## config.mk

```make
export PLATFORM = sky130hd
export DESIGN_NAME = pi_cmd_initiator
export DESIGN_NICKNAME = d
export VERILOG_FILES = /design/src/rtl/pi_cmd_initiator.sv
export SDC_FILE = /design/constraint.sdc
export NUM_CORES = 1
export LEC_CHECK = 0
export ABC_AREA = 0
export CAP_MARGIN = 20
export CORE_ASPECT_RATIO = 0.6
export CORE_MARGIN = 4
export CORE_UTILIZATION = 55
export CTS_BUF_LIST = sky130_fd_sc_hd__clkbuf_8
export CTS_CLUSTER_SIZE = 12
export DETAILED_ROUTE_END_ITERATION = 8
export DONT_BUFFER_PORTS = 1
export PLACE_DENSITY_LB_ADDON = 0.05
export SLEW_MARGIN = 40
export SYNTH_ARGS = -nofsm -noshare
export SYNTH_HDL_FRONTEND = slang
export SYNTH_SLANG_ARGS = --single-unit
```

## constraint.sdc

```tcl
create_clock -name clk -period 2.95 [get_ports clk]
set_clock_uncertainty 0.05 [all_clocks]
set_input_delay 0.885 -clock clk [delete_from_list [all_inputs] [get_ports clk]]
set_output_delay 0.885 -clock clk [all_outputs]
set_load 0.01 [all_outputs]
```

## src/rtl/pi_cmd_initiator.sv

```systemverilog
// Initiator for the parallel dispense-command bus: presents state/amount, then runs a 4-phase strobe/ack handshake.
// Latency: bus valid 1 cycle after accept, candyflag SETUP_CYC cycles later; ack seen 2 cycles after the pin (synchronizer).
// Backpressure: cmd_ready is high only when idle; requests while busy are ignored, not queued.
module pi_cmd_initiator #(
    parameter int unsigned SETUP_CYC   = 4,
    parameter int unsigned TIMEOUT_CYC = 20800,
    parameter int unsigned CNT_W       = 16
) (
    input  logic       clk,
    input  logic       rst,
    input  logic       cmd_valid,
    output logic       cmd_ready,
    input  logic [2:0] cmd_state,
    input  logic [1:0] cmd_amount,
    output logic [2:0] teststate_o,
    output logic [1:0] amount_o,
    output logic       candyflag_o,
    input  logic       handshake_i,
    output logic       busy,
    output logic       done,
    output logic       timeout,
    output logic       reject
);

    typedef enum logic [1:0] {
        ST_IDLE,
        ST_SETUP,
        ST_REQ,
        ST_RELEASE
    } state_t;

    localparam logic [CNT_W-1:0] SETUP_LAST = CNT_W'(SETUP_CYC - 1);
    localparam logic [CNT_W-1:0] TO_LAST    = CNT_W'(TIMEOUT_CYC - 1);
    localparam logic [CNT_W-1:0] CNT_MAX    = '1;

    state_t           state_q, state_d;
    logic [CNT_W-1:0] cnt_q, cnt_d, cnt_inc;
    logic [2:0]       ts_q, ts_d;
    logic [1:0]       amt_q, amt_d;
    logic             flag_q, flag_d;
    logic             ready_q, ready_d;
    logic             busy_q, busy_d;
    logic             done_q, done_d;
    logic             timeout_q, timeout_d;
    logic             reject_q, reject_d;
    logic             hs_meta_q, hs_meta_d;
    logic             hs_s_q, hs_s_d;

    // Next-state logic: handshake edges are tested before the terminal count so an ack on the last cycle still wins
    always_comb begin
        hs_meta_d = handshake_i;
        hs_s_d    = hs_meta_q;
        cnt_inc   = (cnt_q == CNT_MAX) ? cnt_q : cnt_q + CNT_W'(1);
        state_d   = state_q;
        cnt_d     = cnt_inc;
        ts_d      = ts_q;
        amt_d     = amt_q;
        flag_d    = flag_q;
        done_d    = 1'b0;
        timeout_d = 1'b0;
        reject_d  = 1'b0;
        case (state_q)
            ST_IDLE: begin
                cnt_d  = '0;
                flag_d = 1'b0;
                // ready is always high in IDLE, so cmd_valid alone is an accept here
                if (cmd_valid) begin
                    if (cmd_amount == 2'b11) begin
                        reject_d = 1'b1;
                    end else begin
                        ts_d    = cmd_state;
                        amt_d   = cmd_amount;
                        state_d = ST_SETUP;
                    end
                end
            end
            ST_SETUP: begin
                if (cnt_q == SETUP_LAST) begin
                    state_d = ST_REQ;
                    cnt_d   = '0;
                    flag_d  = 1'b1;
                end
            end
            ST_REQ: begin
                if (hs_s_q) begin
                    state_d = ST_RELEASE;
                    cnt_d   = '0;
                    flag_d  = 1'b0;
                end else if (cnt_q == TO_LAST) begin
                    state_d   = ST_IDLE;
                    cnt_d     = '0;
                    flag_d    = 1'b0;
                    timeout_d = 1'b1;
                end
            end
            ST_RELEASE: begin
                if (!hs_s_q) begin
                    state_d = ST_IDLE;
                    cnt_d   = '0;
                    done_d  = 1'b1;
                end else if (cnt_q == TO_LAST) begin
                    state_d   = ST_IDLE;
                    cnt_d     = '0;
                    timeout_d = 1'b1;
                end
            end
            default: begin
                state_d = ST_IDLE;
                cnt_d   = '0;
                flag_d  = 1'b0;
            end
        endcase
        ready_d = (state_d == ST_IDLE);
        busy_d  = (state_d != ST_IDLE);
    end

    // State, bus and status registers; reset clears the strobe asynchronously
    always_ff @(posedge clk or posedge rst) begin
        if (rst) begin
            state_q   <= ST_IDLE;
            cnt_q     <= '0;
            ts_q      <= 3'b000;
            amt_q     <= 2'b00;
            flag_q    <= 1'b0;
            ready_q   <= 1'b1;
            busy_q    <= 1'b0;
            done_q    <= 1'b0;
            timeout_q <= 1'b0;
            reject_q  <= 1'b0;
            hs_meta_q <= 1'b0;
            hs_s_q    <= 1'b0;
        end else begin
            state_q   <= state_d;
            cnt_q     <= cnt_d;
            ts_q      <= ts_d;
            amt_q     <= amt_d;
            flag_q    <= flag_d;
            ready_q   <= ready_d;
            busy_q    <= busy_d;
            done_q    <= done_d;
            timeout_q <= timeout_d;
            reject_q  <= reject_d;
            hs_meta_q <= hs_meta_d;
            hs_s_q    <= hs_s_d;
        end
    end

    assign cmd_ready   = ready_q;
    assign teststate_o = ts_q;
    assign amount_o    = amt_q;
    assign candyflag_o = flag_q;
    assign busy        = busy_q;
    assign done        = done_q;
    assign timeout     = timeout_q;
    assign reject      = reject_q;

endmodule

```

## Word level (Yosys, flattened, before mapping)

Index checks and enable logic that the tools add are counted.

- Add/subtract/negate cells: 1
- Equal/unequal tests: 9
- Mux-type cells: 26
- Bitwise gates (word level): 1
- Reduce and logical (&&, ||, !) cells: 6

Operator list:

| kind | count |
|---|---|
| 16-bit two-way mux | 5 |
| 16-bit one-hot mux with 4 select lines | 1 |
| 16-bit by 1-bit adder with 16-bit output, second input constant | 1 |
| 16-bit by 15-bit equality test with 1-bit output, second input constant | 1 |
| 16-bit equality test, second input constant | 1 |
| 16-bit by 2-bit equality test with 1-bit output, second input constant | 1 |
| 2-bit two-way mux | 6 |
| 1-bit two-way mux | 11 |
| 2-bit one-hot mux with 4 select lines | 1 |
| 2-bit equality test, second input constant | 3 |
| 3-bit AND reduction | 2 |
| 2-bit zero test | 2 |
| 3-bit inequality test, second input constant | 1 |
| 1-bit one-hot mux with 3 select lines | 1 |
| 3-bit nonzero test | 1 |
| 2-bit by 1-bit equality test with 1-bit output, second input constant | 1 |
| 2-bit inequality test, second input constant | 1 |
| 1-bit one-hot mux with 2 select lines | 1 |
| 2-bit nonzero test | 1 |
| 1-bit NOT | 1 |

- Flip-flop bits (word level): 31
- Input bits: 9
- Logic and storage cells: 55

## Longest topological paths before layout

Gate-level depths: netlist (run 1).

- Depth in word-level cells: 5
- Mapped depth: 7
- Gate-level depth less buffers: 6

## Worst setup path after synthesis (run 1)

No wires, ideal clock.

- Kind: reg-to-reg
- Start: register cnt_q[0]
- End: register ready_q, in the netlist cmd_ready
- Arrival time: 1,700 ps
- Required time: 2,823 ps
- Setup slack: 1,123 ps
- Stages on the path, launching flop included: 7
- Path through: dfrtp_1 -> ha_1 -> and3_4 -> and3_1 -> and3_1 -> maj3_2 -> a21o_1

- Cells in the longest elaborated chain, start to end: 5
- Elaborated cells on any way between the ends: 8

RTL lines:

| element | RTL line | RTL |
|---|---|---|
| start: declaration | 37 | `logic [CNT_W-1:0] cnt_q, cnt_d, cnt_inc;` |
| start signal: assignment | 134 | `cnt_q <= cnt_d;` |
| 16-bit by 15-bit equality test with 1-bit output | 89, 101 |  |
| 2-bit two-way mux | 89, 101 |  |
| 2-bit two-way mux, on equally long branches | 97, 85 |  |
| 2-bit one-hot mux with 4 select lines (*) | 62 | `case (state_q)` |
| 2-bit zero test (*) | 113 | `ready_d = (state_d == ST_IDLE);` |
| named net ready_d | 41 | `logic ready_q, ready_d;` |
| end signal: assignment | 138 | `ready_q <= ready_d;` |
| end: declaration | 41 |  |

The timed path passes the listed nets; every way through them passes the cells marked *.
A chain may end at the register's enable or synchronous reset.

## Worst setup path in the final report (run 1)

- Start: register cnt_q[0]
- End: register cnt_q[13]

- Cells in the longest elaborated chain, start to end: 5
- Elaborated cells on any way between the ends: 10

RTL lines:

| element | RTL line | RTL |
|---|---|---|
| 16-bit by 1-bit adder with 16-bit output or 16-bit equality test (tied branches) | 53 | `cnt_inc = (cnt_q == CNT_MAX) ? cnt_q : cnt_q + CNT_W'(1);` |
| 16-bit two-way mux | 53 |  |
| 16-bit two-way mux | 89, 101 |  |
| 16-bit two-way mux, on equally long branches | 97, 85 |  |
| 16-bit one-hot mux with 4 select lines (*) | 62 |  |
| named net cnt_d[13] | 37 |  |

Marked as above.

==> metrics.md, run 1 <==
| Metric | Value |
|---|---|
| Unrepaired setup endpoints after global routing | `false` |
| Number of global-route vias before repair | `approximately 1100` |
| Largest family of logic cells by synthesized area | `simple AND/OR/NAND/NOR gates` |
| Min cycle time layout | `2125 ps` |
| Fin area | `around 1700 um^2` |
| Num CTS Buffers | `5` |
| Worst slew margin | `0.5407` |
| Vias per cell | `6.037` |
| Initial core utilization | `0.6062` |
| CTS tree | `done` |
| P&R area growth vs syn | `4.163%` |
| Setup TNS | `0 ps` |
| Final net count | `170` |
| Chip height | `roughly 50 um` |
| Post-DP HPWL | `between 2000 and 2500 um` |
| Clock root buffer | `clkbuf_8` |
| Vias | `approximately 1200` |
| H-tree levels | `2` |
| Mapped cell area | `~1600 um^2` |
| RePlAce Congestion | `between 0.8 and 0.9` |
| Post-Synthesis Cells | `around 160` |
| Max Cap Viol | `0` |
| Post-synth top cells | `dfrtp_1, nor2_1, nand2_1` |
| Worst Reg-to-Reg Cells | `5` |
| Most used DFF post-synth | `dfrtp_1` |
| First DRT Iteration DRCs | `134` |
| Static leakage | `0.7288 nW` |
| Clock buffer depth | `2` |
| Die X | `77.48 um` |
| Worst Setup SP | `cnt_q[0]` |
| Fraction of the yosys area taken by sequential cells | `0.4878` |
| Synth Register Bits | `31` |
| Syn avg cell area | `10.08 um^2` |
| FMAX | `~470 MHz` |
| Flop2flop setup slack | `between 800 and 900 ps` |
| Mux share of post-synthesis cell area | `0.04635` |
| Area after DPL | `1587 um^2` |
| Port bufs | `0` |
| Reg clk slew, reported paths | `roughly 60 ps` |
| Layout cells sized above 1 | `0.1384` |
| DRC Markers | `0` |
| RR Endpoint | `cnt_q[13]` |
| Largest cells by area after synthesis | `dfrtp_1, nor2_1, xnor2_1, nand2_1, buf_6` |
| Post-CTS Setup Inserts | `0` |
| DR WL/cell | `16.12 um` |
| Die footprint | `slightly below 4000 um^2` |
| Hold Path Class | `flop to flop` |
| Final worst path period share | `0.7203` |
| CP Capture Point | `cnt_q[13]` |
| Antenna diodes | `0` |
| Maximum vdd drop | `around 0.56 mV` |
| Reg2reg start | `cnt_q[0]` |
| Synth top area share | `0.4713` |
| Largest net degree at the start of global routing | `21` |
| Gr usage total | `0.1806` |
| Core area | `about 2600 um^2` |
| WL final | `about 3100 um` |
| Compound-Gate Fraction of Synth Area | `0.08013` |
| Post-synthesis xor/xnor area fraction | `0.04949` |
| Crit path kind | `flop to flop` |
| Leading area contributor after synthesis | `dfrtp_1` |
| Slew @ Worst Pin | `approximately 680 ps` |
| Setup violators final | `0` |
| Crit-path max FO | `16` |
| Overflow after GRT | `0` |
| Num rows | `14` |
| Fin. max-slew vios | `0` |
| First-pass iteration count of the detailed router | `4` |
| Cts hold-fix bufs | `0` |
| Cell variety after synth | `43` |
| Synth Warn # | `0` |
| CTS Sinks | `31` |
| Crit path DAT | `between 2000 and 2500 ps` |
| Most common cell in the synthesized netlist | `dfrtp_1` |
| CP Capture Type | `flop` |
| Worst Setup Start Kind | `flop` |
| Initial antenna violation count | `0` |
| Cts repair resizes | `0` |
| Simple-Gate Fraction of Synth Area | `0.2757` |
| Power density cells | `739.4 nW/um^2` |
| Worst Min Path Start | `hs_meta_q` |
| Number of flops mapped to enable cells by yosys | `0` |
| Status | `finished clean` |
| Endpoints failing hold | `0` |
| Global-route wire length before repair | `5354 um` |
| Adder-Cell Fraction of Synth Area | `0.01493` |
| Clock Latency Late Sink | `280 ps` |
| WP data required | `approximately 3100 ps` |
| FFs w/ async S/R, synth | `1.000` |
| Synth Net Count | `about 170` |
| IO Pins | `20` |
| Final ANT Viol Nets | `0` |
flip-flops by register name (all words and copies together) (netlist names):
| signal | flops |
|---|---|
| timeout | 1 |
| done | 1 |
| state_q | 2 |
| amount_o | 2 |
| hs_s_q | 1 |
| cmd_ready | 1 |
| busy | 1 |
| hs_meta_q | 1 |
| cnt_q | 16 |
| teststate_o | 3 |
| reject | 1 |
| candyflag_o | 1 |
per-stage QoR:
step | setup WS, ps | utilization | hold slack [ps] | power (W) | cells
after global placement | 861.8 | 0.6038 | 288.4 | 0.0009352 | 185
final | 825.0 | 0.6314 | 307.3 | 0.001227 | 191
after global routing | 658.8 | 0.6314 | 316.2 | 0.001310 | 191
after CTS | 798.5 | 0.6314 | 316.8 | 0.001237 | 191
after detailed placement | 819.8 | 0.6038 | 304.1 | 0.0009487 | 185
after floorplan | 1123 | - | 281.2 | 0.0009047 | 158
critical path, cell delays in order, from the launching register on:
cell     delay [ps]
dfrtp_1         400
ha_1            270
nor4b_1         410
a31oi_1         200
o21ai_4         440
o21ba_2         230
cell type report:
type	instances	area [um^2]
fill	207	968.4
sequential	31	777.0
multi-input combinational	116	743.2
clock buffer	5	68.82
tap	32	40.04
inverter	5	18.77
timing repair buffer	1	7.507
clock inverter	1	3.754
logic make-up after synthesis:
kind of cell    after synthesis
compound gates               17
xor+xnor                      9
simple gates                 81
buf+inv                      11
fa+ha+maj                     2
flops                        31
mux                           7
routing by layer:
layer	up-vias	GRT usage	wire length, um
li1	559	-	-
met1	548	0.2723	1580
met2	41	0.2393	1233
met3	5	0.07455	237
met4	0	0.03550	25
met5	-	0	0
layout by cell type (no fill, tap or decap), types with 2 or more instances in the layout:
master | Yosys | routed
dfrtp_1 | 30 | 30
o21ai_0 | 4 | 4
mux2_2 | 3 | 3
xnor2_1 | 6 | 6
clkbuf_8 | 0 | 5
mux2i_1 | 4 | 4
nand2_1 | 13 | 13
inv_1 | 5 | 5
and3_1 | 5 | 5
nor3_1 | 7 | 7
nor2_1 | 28 | 28
nor4_1 | 2 | 2
nand3_1 | 7 | 7
a21oi_1 | 3 | 3
and4_1 | 2 | 2
xor2_1 | 3 | 3
nand4_1 | 6 | 6
where the power goes:
group	internal, W	switching [W]	total (W)	leakage [nW]
combinational	0.000122	0.000183	0.000304	0.283
clock	0.000153	0.000137	0.000290	0.0413
sequential	0.000519	0.000113	0.000632	0.404
total	0.000794	0.000433	0.00123	0.729
worst min path at each step:
stage / to / slack, ps / cells past startpoint
4_1_cts: hs_s_q / 320 / 0
2_1_floorplan: hs_s_q / 280 / 0
3_3_place_gp: hs_s_q / 290 / 0
5_1_grt: hs_s_q / 320 / 0
6_report: hs_s_q / 310 / 0
3_5_place_dp: hs_s_q / 300 / 0
No activity file was read; power rests on OpenSTA's default activity.
==> run 2: changes to the inputs <==
==> constraint.sdc (replaced) <==
create_clock -name clk -period 1.8 [get_ports clk]
set_clock_uncertainty 0.05 [all_clocks]
set_input_delay 0.54 -clock clk [delete_from_list [all_inputs] [get_ports clk]]
set_output_delay 0.54 -clock clk [all_outputs]
set_load 0.01 [all_outputs]
==> run 2 against run 1 <==
  * The flow now finishes with violations (negative setup slack)
  * Critical path depth rose by 2
  * Sequential cell count is the same
  * Worst hold slack lost 140 ps
  * Cell count grew 14%
  * Register-to-register slack worse by 830 ps
  * Sequential share of layout area shrank 7.4 points
  * Clock-buffer cell count is 1 higher
  * Non-clock buffer count up 25
  * Fmax is 18% higher
  * Die area unchanged
  * Sequential power is 61% higher
  * Critical path type unchanged
==> metrics.md, run 2 (synthesized netlist as in run 1, its figures left out) <==
| Metric | Value |
|---|---|
| Power density cells | `1230 nW/um^2` |
| Min cycle time layout | `about 1800 ps` |
| Core area | `approximately 2600 um^2` |
| FMAX | `between 500 and 600 MHz` |
| DR WL/cell | `approximately 17 um` |
| Slew @ Worst Pin | `between 300 and 400 ps` |
| RePlAce Congestion | `between 0.9 and 1` |
| Gr usage total | `0.1975` |
| Worst path buffer plus inverter count | `2` |
| First-pass iteration count of the detailed router | `4` |
| Vias per cell | `approximately 5.8` |
| WL final | `3791 um` |
| Largest net degree at the start of global routing | `32` |
| Global-route wire length before repair | `between 5000 and 6000 um` |
| Hold Path Class | `input port to asynchronous set/reset pin` |
| Initial antenna violation count | `0` |
| Initial core utilization | `0.6062` |
| Crit path kind | `flop to flop` |
| Overflow after GRT | `0` |
| Flop2flop setup slack | `-6 ps` |
| Status | `finished, violations left` |
| Number of global-route vias before repair | `1134` |
| Final ANT Viol Nets | `0` |
| Grt peak-use layer | `met1` |
| Worst slew margin | `0.7436` |
| DRC Markers | `0` |
| Unrepaired setup endpoints after global routing | `true` |
| Largest register FFs | `16` |
| Setup TNS | `-6.027 ps` |
| CP Capture Type | `flop` |
| Setup violators final | `1` |
| GR Util met2 | `0.2751` |
| Top cell by count, worst path | `nor2_1` |
| Delay-heaviest family, CP | `simple AND/OR/NAND/NOR gates` |
| Most frequent cells in the layout | `dfrtp_1, nor2_1, buf_4` |
| Num CTS Buffers | `5` |
| CP Cell Sequence | `buf_6 -> nand4_2 -> nor4_4 -> buf_4 -> nor2_1 -> xnor2_1 -> nor2_1` |
| Vias | `1275` |
| Static leakage | `a little under 0.9 nW` |
| Crit path DAT | `1920 ps` |
| Fin. max-slew vios | `0` |
| Die footprint | `slightly below 4000 um^2` |
| Crit-path max FO | `5` |
| Setup WS post-layout | `-6.027 ps` |
| Met1 Usage GRT | `0.2844` |
| Reg2reg start | `cnt_q[6]` |
| Clock Latency Late Sink | `between 200 and 300 ps` |
| IO Pins | `20` |
| P&R area growth vs syn | `23.80%` |
| Worst Setup Start Kind | `flop` |
| Antenna diodes | `0` |
| First DRT Iteration DRCs | `about 110` |
| H-tree levels | `2` |
| Chip height | `49.69 um` |
| Final net count | `between 150 and 200` |
| Post-DP HPWL | `2547 um` |
| Endpoints failing hold | `0` |
| Num rows | `14` |
| Die X | `slightly below 80 um` |
| Commonest non-fill, non-tap cell in the layout | `dfrtp_1` |
| Max Cap Viol | `0` |
| Worst hold slack | `roughly 170 ps` |
| Maximum vdd drop | `slightly above 0.9 mV` |
| Biggest register | `cnt_q` |
| CP max-delay cell | `dfrtp_1` |
| Slowest stage delay, CP | `approximately 420 ps` |
| CTS Sinks | `31` |
| Failing checks | `negative setup slack` |
| Worst Reg-to-Reg Cells | `7` |
| Port bufs | `0` |
| Grt met3 use | `0.06909` |
| Clock root buffer | `clkbuf_8` |
| CTS tree | `done` |
| Clock buffer depth | `2` |
| Final worst path period share | `1.003` |
| Cts hold-fix bufs | `0` |
| Reg clk slew, reported paths | `70 ps` |
| WP data required | `about 1900 ps` |
| RR Endpoint | `cnt_q[3]` |
| Layout cells sized above 1 | `0.3333` |
==> run 2: cell count changes in the layout (fill, tap and decap cells not counted), sizes merged <==
cell,before,now
inv,5,6
buf,1,26
clkbuf,5,6
==> run 2: repair_timing <==
| action | CTS | global route |
|---|---|---|
| endpoints found under the setup margin | 17 | 21 |
| pin swaps | 3 | 7 |
| gates resized for setup | 3 | 15 |
| buffers inserted | 3 | 5 |
==> run 2: stage by stage <==
stage | util | area, um^2 | total power [W] | setup WS (ps) | std cells
CTS | 0.7071 | 1858 | 0.002378 | -4.876 | 213
detailed placement | 0.6581 | 1729 | 0.001740 | -121.7 | 202
global route | 0.7505 | 1972 | 0.002558 | -82.74 | 218
global placement | 0.6581 | 1729 | 0.001701 | 28.18 | 202
finish | 0.7505 | 1972 | 0.002426 | -6.027 | 218
floorplan | - | 1595 | 0.001485 | 19.08 | 158
==> run 2: worst max-delay path by stage <==
stage / cells after the start / end / from / slack (ps)
after floorplan: 6 / cmd_ready / cnt_q[0] / 20
after global placement: 6 / cnt_q[2] / cnt_q[9] / 30
after detailed placement: 6 / cnt_q[7] / cnt_q[1] / -120
after CTS: 7 / cnt_q[7] / cnt_q[0] / -5
after global routing: 7 / cnt_q[3] / cnt_q[6] / -80
final: 7 / cnt_q[3] / cnt_q[6] / -6
==> run 2: layout make-up <==
cell class / count / area (um^2)
Clock inverter: 2 / 8.758
Timing Repair Buffer: 26 / 215.2
Multi-Input combinational cell: 116 / 828.3
Inverter: 5 / 18.77
Sequential cell: 31 / 778.2
Fill cell: 172 / 655.6
Clock buffer: 6 / 82.58
Tap cell: 32 / 40.04
==> run 2: worst reg2reg max path, stage by stage, from the launching register on <==
cell	delay, ps
dfrtp_1	420
buf_6	150
nand4_2	160
nor4_4	410
buf_4	220
nor2_1	60
xnor2_1	150
nor2_1	70
==> run 2: layer usage <==
metal | share of wire | vias to the layer above | wire (um)
li1 | - | 604 | -
met1 | 0.48 | 625 | 1833
met2 | 0.44 | 40 | 1662
met3 | 0.063 | 6 | 237
met4 | 0.015 | 0 | 56
met5 | 0 | - | 0
==> run 2: power breakdown <==
group          switching (W)  leakage (nW)  total [W]  internal (W)
clock               0.000251        0.0524   0.000553      0.000302
sequential          0.000169         0.403    0.00102      0.000850
combinational       0.000418         0.432   0.000853      0.000435
